**src/rtl/local_bus_pkg.sv**
```systemverilog
// local_bus_pkg: shared constants and helpers for the round-robin local register bus.
//   DATA_W_DEF   default register/data width
//   NUM_REGS_DEF default number of local registers
//   REG_ZERO     index of the hard-wired zero register
//   sel_w(n)     width of a register index for n registers (at least 1 bit)
package local_bus_pkg;
   localparam int DATA_W_DEF   = 32;
   localparam int NUM_REGS_DEF = 32;
   localparam int REG_ZERO     = 0;
   function automatic int sel_w(input int n);
      return (n > 1) ? $clog2(n) : 1;
   endfunction
endpackage

```
**src/rtl/local_bus_rr_arbiter.sv**
```systemverilog
// rr_arbiter: round-robin arbiter with eligibility mask and internal priority pointer.
//   i_clk      clock, rising edge
//   i_reset    asynchronous active-low reset; pointer returns to 0
//   i_req      per-requester request
//   i_mask     per-requester eligibility; a masked requester is never granted
//   o_gnt      one-hot combinational grant, zero when nothing eligible
//   o_ptr_nxt  (winner+1) mod N, loaded into the pointer on any grant
module rr_arbiter #(
   parameter int N = 4
) (
   input  logic                 i_clk,
   input  logic                 i_reset,
   input  logic [N-1:0]         i_req,
   input  logic [N-1:0]         i_mask,
   output logic [N-1:0]         o_gnt,
   output logic [$clog2(N)-1:0] o_ptr_nxt
);
   localparam int PW = $clog2(N);
   localparam logic [PW:0] N_L = (PW+1)'(N);

   logic [PW-1:0] r_ptr;
   logic [PW-1:0] w_off;
   logic [PW-1:0] w_win;
   logic [PW:0]   w_sum;
   logic [N-1:0]  w_elig;
   logic [N-1:0]  w_rot;

   assign w_elig = i_req & i_mask;
   // Rotate so the pointer position lands at bit 0; the lowest set bit is then the winner's offset.
   assign w_rot  = N'({w_elig, w_elig} >> r_ptr);

   always_comb begin
      w_off = '0;
      for (int j = N - 1; j >= 0; j--)
         if (w_rot[j]) w_off = PW'(j);
   end

   assign w_sum     = {1'b0, r_ptr} + {1'b0, w_off};
   assign w_win     = (w_sum >= N_L) ? PW'(w_sum - N_L) : w_sum[PW-1:0];
   assign o_gnt     = (|w_elig) ? (N'(1) << w_win) : '0;
   assign o_ptr_nxt = ({1'b0, w_win} == N_L - (PW+1)'(1)) ? '0 : w_win + PW'(1);

   always_ff @(posedge i_clk or negedge i_reset) begin
      if (!i_reset) r_ptr <= '0;
      else if (|w_elig) r_ptr <= o_ptr_nxt;
   end
endmodule

```
**src/rtl/local_bus_rr.sv**
```systemverilog
// local_bus_rr: N_PE processing elements share a local register file through a round-robin arbiter.
//   Optional macro LOCAL_BUS_LOCK_EN enables bounded bus locking via i_lock.
//   i_clk      clock, rising edge
//   i_reset    asynchronous active-low reset
//   i_req      per-PE transaction request (level)
//   i_we       per-PE write enable
//   i_rd_sel   per-PE write index, PE i at [i*SEL_W +: SEL_W]
//   i_rs1_sel  per-PE read port 1 index
//   i_rs2_sel  per-PE read port 2 index
//   i_wdata    per-PE write data, PE i at [i*DATA_W +: DATA_W]
//   i_lock     per-PE lock request (ignored without LOCAL_BUS_LOCK_EN)
//   o_gnt      one-hot combinational grant
//   o_rvalid   one-hot registered, the cycle after o_gnt
//   o_rdata1   registered read port 1 data
//   o_rdata2   registered read port 2 data
//   o_busy     registered, some request was left ungranted
module local_bus_rr
   import local_bus_pkg::*;
#(
   parameter  int N_PE     = 4,
   parameter  int DATA_W   = DATA_W_DEF,
   parameter  int NUM_REGS = NUM_REGS_DEF,
   parameter  int LOCK_MAX = 4,
   localparam int SEL_W    = sel_w(NUM_REGS)
) (
   input  logic                   i_clk,
   input  logic                   i_reset,
   input  logic [N_PE-1:0]        i_req,
   input  logic [N_PE-1:0]        i_we,
   input  logic [N_PE*SEL_W-1:0]  i_rd_sel,
   input  logic [N_PE*SEL_W-1:0]  i_rs1_sel,
   input  logic [N_PE*SEL_W-1:0]  i_rs2_sel,
   input  logic [N_PE*DATA_W-1:0] i_wdata,
   input  logic [N_PE-1:0]        i_lock,
   output logic [N_PE-1:0]        o_gnt,
   output logic [N_PE-1:0]        o_rvalid,
   output logic [DATA_W-1:0]      o_rdata1,
   output logic [DATA_W-1:0]      o_rdata2,
   output logic                   o_busy
);
   localparam int PW = $clog2(N_PE);
   localparam logic [SEL_W:0] NR_L = (SEL_W+1)'(NUM_REGS);

   logic [DATA_W-1:0] r_regs [NUM_REGS];
   logic [N_PE-1:0]   w_gnt;
   logic [N_PE-1:0]   w_mask;
   logic [PW-1:0]     w_win;
   logic [PW-1:0]     w_unused_ptr;
   logic [SEL_W-1:0]  w_rd;
   logic [SEL_W-1:0]  w_rs1;
   logic [SEL_W-1:0]  w_rs2;
   logic [DATA_W-1:0] w_wd;
   logic [DATA_W-1:0] w_rd1;
   logic [DATA_W-1:0] w_rd2;
   logic              w_wr_ok;

   rr_arbiter #(.N(N_PE)) u_arb (
      .i_clk     (i_clk),
      .i_reset   (i_reset),
      .i_req     (i_req),
      .i_mask    (w_mask),
      .o_gnt     (w_gnt),
      .o_ptr_nxt (w_unused_ptr)
   );

   assign o_gnt = w_gnt;

   always_comb begin
      w_win = '0;
      for (int i = 0; i < N_PE; i++)
         if (w_gnt[i]) w_win = PW'(i);
   end

   assign w_rd  = i_rd_sel[w_win*SEL_W +: SEL_W];
   assign w_rs1 = i_rs1_sel[w_win*SEL_W +: SEL_W];
   assign w_rs2 = i_rs2_sel[w_win*SEL_W +: SEL_W];
   assign w_wd  = i_wdata[w_win*DATA_W +: DATA_W];
   // Register 0 is never written, so it reads back as zero without a special case.
   assign w_rd1 = ({1'b0, w_rs1} < NR_L) ? r_regs[w_rs1] : '0;
   assign w_rd2 = ({1'b0, w_rs2} < NR_L) ? r_regs[w_rs2] : '0;
   assign w_wr_ok = (|w_gnt) & i_we[w_win] & (w_rd != SEL_W'(REG_ZERO)) & ({1'b0, w_rd} < NR_L);

   always_ff @(posedge i_clk or negedge i_reset) begin
      if (!i_reset) begin
         for (int i = 0; i < NUM_REGS; i++) r_regs[i] <= '0;
         o_rvalid <= '0;
         o_rdata1 <= '0;
         o_rdata2 <= '0;
         o_busy   <= 1'b0;
      end else begin
         o_rvalid <= w_gnt;
         o_busy   <= |(i_req & ~w_gnt);
         if (|w_gnt) begin
            o_rdata1 <= w_rd1;
            o_rdata2 <= w_rd2;
         end
         if (w_wr_ok) r_regs[w_rd] <= w_wd;
      end
   end

`ifdef LOCAL_BUS_LOCK_EN
   localparam int CW = $clog2(LOCK_MAX + 1);

   logic            r_lock_act;
   logic            r_excl;
   logic [PW-1:0]   r_owner;
   logic [CW-1:0]   r_cnt;
   logic [N_PE-1:0] w_own;
   logic            w_hold;
   logic            w_others;
   logic            w_acq;

   assign w_own    = N_PE'(1) << r_owner;
   assign w_hold   = r_lock_act & i_req[r_owner] & i_lock[r_owner];
   assign w_others = |(i_req & ~w_own);
   // A holding owner is the only candidate; after a forced release it sits out one contested round.
   assign w_mask   = w_hold ? w_own : (r_excl & w_others) ? ~w_own : '1;
   assign w_acq    = (|w_gnt) & i_lock[w_win] & ~(r_excl & (w_win == r_owner));

   always_ff @(posedge i_clk or negedge i_reset) begin
      if (!i_reset) begin
         r_lock_act <= 1'b0;
         r_excl     <= 1'b0;
         r_owner    <= '0;
         r_cnt      <= '0;
      end else if (w_hold) begin
         if (r_cnt == CW'(LOCK_MAX - 1)) begin
            r_lock_act <= 1'b0;
            r_excl     <= 1'b1;
            r_cnt      <= '0;
         end else r_cnt <= r_cnt + CW'(1);
      end else begin
         r_lock_act <= 1'b0;
         if (r_excl & w_others) r_excl <= 1'b0;
         if (w_acq) begin
            r_lock_act <= 1'b1;
            r_owner    <= w_win;
            r_cnt      <= CW'(1);
            r_excl     <= 1'b0;
         end
      end
   end
`else
   localparam int UNUSED_LOCK_MAX = LOCK_MAX;
   logic w_unused_lock;
   assign w_unused_lock = ^i_lock;
   assign w_mask = '1;
`endif
endmodule

```
**config.mk**
```make
export PLATFORM = sky130hd
export DESIGN_NAME = local_bus_rr
export DESIGN_NICKNAME = d
export VERILOG_FILES = /design/src/rtl/local_bus_pkg.sv /design/src/rtl/local_bus_rr_arbiter.sv /design/src/rtl/local_bus_rr.sv
export SDC_FILE = /design/constraint.sdc
export NUM_CORES = 2
export LEC_CHECK = 0
export CAP_MARGIN = 20
export CORE_UTILIZATION = 40
export CTS_CLUSTER_SIZE = 30
export DETAILED_ROUTE_END_ITERATION = 12
export GPL_TIMING_DRIVEN = 0
export PLACE_DENSITY = 0.68
export SLEW_MARGIN = 10
export SYNTH_ARGS = -nofsm -noshare
export SYNTH_HDL_FRONTEND = slang
export SYNTH_SLANG_ARGS = --single-unit
```
**constraint.sdc**
```tcl
create_clock -name i_clk -period 5 [get_ports i_clk]
set_clock_uncertainty 0.05 [all_clocks]
set_input_delay 1 -clock i_clk [delete_from_list [all_inputs] [get_ports i_clk]]
set_output_delay 1 -clock i_clk [all_outputs]
set_load 0.1 [all_outputs]
```
==> run summary <==
Detail-routed net length per standard cell -> 35.1 µm
Number of global-route vias before repair -> 57500
Peak Freq -> 197 MHz
TritonCTS clock tree -> yes
Post-route worst setup slack -> -0.0647 ns
Num CTS Buffers -> 131
Series of cell instances along the critical path -> buf_6 > nand2_2 > a21oi_2 > o22ai_1 > o21a_2 > ha_4 > xor2_4 > nand4_1 > nand2_2 > ha_4 > nand2_4 > inv_6 > a211o_4 > bufbuf_16 > buf_12 > a32oi_4 > clkbuf_1 > a211o_1 > o211ai_1 > a41oi_2 > a21boi_1
Violations in the final reports -> setup timing
Number of clock sinks -> 1095
Synth async-reset ratio -> 1.00
Number of nets with antenna violations after routing -> 0
Largest cells by area after synthesis -> sky130_fd_sc_hd__dfrtp_1 43%, sky130_fd_sc_hd__mux2_2 18%, sky130_fd_sc_hd__nand2_1 5.1%
Unique masters post-synth -> 83
CTS H-tree depth -> 4
Starting Density -> 0.403
Path type of the worst setup path -> reg -> reg
Area of the mapped netlist -> 63700 µm²
Leftover overflow at the end of global routing -> 0
Top cells by count, synth -> 1095 x sky130_fd_sc_hd__dfrtp_1, 1026 x sky130_fd_sc_hd__mux2_2, 867 x sky130_fd_sc_hd__nand2_1
DIE HEIGHT -> 401 µm
Die area -> 161000 µm²
Half-perimeter wire length after detailed placement -> 240 mm
Global-route wire length before repair -> 431 mm
Synth area leader -> sky130_fd_sc_hd__dfrtp_1
Most numerous cell in the Yosys netlist -> sky130_fd_sc_hd__dfrtp_1
Count of endpoints failing setup in the final report -> 15
Master cell of the clock root buffer -> sky130_fd_sc_hd__clkbuf_16
Area share of the leading cell type in the synthesized netlist -> 0.430
Biggest fanout along the worst timing path -> 10
Critical path buffers and inverters -> 5
Time the final worst path needs with I/O delays and setup -> 5.06 ns
Kind of capture point of the worst setup path -> flip-flop
Antenna violations before repair -> 28
Post-synth EDFFs -> 0
Number of warnings reported in the yosys synthesis log -> 0
Share of the clock period used by the worst path -> 1.01
Nets in the synthesized netlist -> 6322
Clk Latency, worst-skew pair -> 0.80 ns
Global placer's final weighted congestion -> 1.06
Post-Synthesis Cells -> 6117
Net count, final -> 6859
Via count -> 57700
Core Footprint -> 158000 µm²
Via density per instance -> 6.53
Worst Hold Class -> in -> async
Area growth, synth to finish -> 24.7%
Clock-pin transition on the worst setup and hold timing paths -> 0.05 ns
Total iterations of the first detailed-routing run -> 6
Layout cell share with drive strength beyond 1 -> 0.346
Req. time, crit path -> 5.67 ns
Total DRC errors in the routed layout -> 0
Largest net degree at the start of global routing -> 166
Final total negative setup slack -> -0.306 ns
Crit path launch type -> flip-flop
Top flip-flop cell by instance count after synthesis -> sky130_fd_sc_hd__dfrtp_1
Number of I/O pins -> 275
Final WL -> 310 mm
Overall die width -> 401 µm
Tot GR Track Use -> 0.375
Number of pins with negative max-slew slack in the final report -> 0
Std cell rows -> 146
Hold-fix buffer count after cts -> 0
Slew of the pin with the lowest slew margin -> 1.13 ns
Port Buffers -> 266
Seq cells post-synth -> 1095
Sequential share of the synthesized area -> 0.430
Starting DRC count in detailed routing -> 7124
Clock buffer depth -> 3
Hold Violations, Final -> 0
Status -> complete, but fails checks
Post-Route Utilization -> 0.503
Worst slew margin relative to its limit -> 0.246
Number of maximum-capacitance constraint violations -> 0
Synth Area per Inst -> 10.4 µm²
CP max-delay cell -> sky130_fd_sc_hd__clkbuf_1
RSZ-0062 raised after global routing -> true
Delay of the slowest cell on the worst path -> 0.90 ns
Cell family contributing the most delay on the critical path -> compound AO/OA/AOI/OAI gates
Arr. time, crit path -> 5.73 ns
## cells in the final DEF (no fill, tap or decap), drive strengths merged, types with 93 or more instances in the layout
master         count
a211oi           104
a21boi           111
a21oi            140
a311oi            93
a31oi            100
a32oi             94
buf              435
clkbuf           625
clkdlybuf4s50    260
dfrtp           1095
inv              142
mux2            1093
mux2i            279
nand2            870
nand3            223
o211ai           159
o221ai           136
o22ai            103
## final timing paths
check / slack [ns] / depth (start not counted) / endpoint / start
max: -0.06 / 21 / o_rdata1[27] / u_arb.r_ptr[1]
min: 0.07 / 1 / r_regs[933] / i_reset
max reg2reg: -0.06 / 21 / o_rdata1[27] / u_arb.r_ptr[1]
min reg2reg: 0.43 / 1 / r_regs[1002] / r_regs[1002]
max in group asynchronous: 2.13 / 4 / r_regs[376] / i_reset
min in group i_clk: 0.43 / 1 / r_regs[1002] / r_regs[1002]
## registers in the layout, indices dropped and copies added, names as in the netlist
name	cells
o_rvalid	4
u_arb.r_ptr	2
o_busy	1
o_rdata2	32
r_regs	1024
o_rdata1	32
## area by class of cell
class | count | area (µm²)
diodes | 10 | 25.0
well taps | 2072 | 2590
clock inverters | 35 | 422
plain buffers | 716 | 4890
multi-input cells | 4160 | 35100
inverters | 136 | 515
flip-flops and latches | 1095 | 27400
repair buffers | 414 | 4510
fillers | 14400 | 78700
clock buffers | 201 | 4020
## timing repair
| action | CTS | global route |
|---|---|---|
| pin swaps | 91 | 52 |
| setup endpoints to repair | 1060 | 1037 |
| cloned | 8 | 3 |
| gates resized for setup | 868 | 266 |
| buffers inserted | 67 | 38 |
## kinds of logic (layout without fill, tap and decap cells)
group	count (synthesis)	in the layout	synth area share
flops	1095	1095	0.430
fa+ha+maj	3	3	0.000589
simple gates	1289	1289	0.0866
xor+xnor	2	2	0.000275
other cells	0	10	0
mux	1372	1372	0.237
buf+inv	862	1502	0.0601
compound gates	1494	1494	0.185
## through the flow
| stage | std cells | hold WS (ns) | setup WS (ns) | instance area (µm²) |
|---|---|---|---|---|
| after global placement | 8455 | 0.412 | -48.06 | 69100 |
| after detailed placement | 8489 | 0.423 | -3.13 | 69600 |
| after floorplan | 6117 | 0.400 | -0.0148 | 63800 |
| after global routing | 8830 | 0.140 | -0.105 | 79500 |
| final | 8839 | 0.0680 | -0.0647 | 79500 |
| after CTS | 8793 | 0.124 | -0.0127 | 78300 |
## layer usage
layer	vias up	track usage	part of all wire
met5	-	0	0.00044
met4	16	0.200	0.062
met3	859	0.115	0.11
met2	3598	0.559	0.43
met1	29200	0.486	0.40
li1	24000	-	-
## worst reg2reg max path: stages (launching register included)
cell and delay, ns:
sky130_fd_sc_hd__dfrtp_1 0.34, sky130_fd_sc_hd__buf_6 0.13, sky130_fd_sc_hd__nand2_2 0.05, sky130_fd_sc_hd__a21oi_2 0.11, sky130_fd_sc_hd__o22ai_1 0.09, sky130_fd_sc_hd__o21a_2 0.23, sky130_fd_sc_hd__ha_4 0.20, sky130_fd_sc_hd__xor2_4 0.20
sky130_fd_sc_hd__nand4_1 0.14, sky130_fd_sc_hd__nand2_2 0.10, sky130_fd_sc_hd__ha_4 0.22, sky130_fd_sc_hd__nand2_4 0.09, sky130_fd_sc_hd__inv_6 0.05, sky130_fd_sc_hd__a211o_4 0.30, sky130_fd_sc_hd__bufbuf_16 0.28, sky130_fd_sc_hd__buf_12 0.15
sky130_fd_sc_hd__a32oi_4 0.55, sky130_fd_sc_hd__clkbuf_1 0.91, sky130_fd_sc_hd__a211o_1 0.19, sky130_fd_sc_hd__o211ai_1 0.12, sky130_fd_sc_hd__a41oi_2 0.29, sky130_fd_sc_hd__a21boi_1 0.20
Power is not shown: default switching activity piles up to over one toggle a cycle in this logic, so the estimate is an artifact.
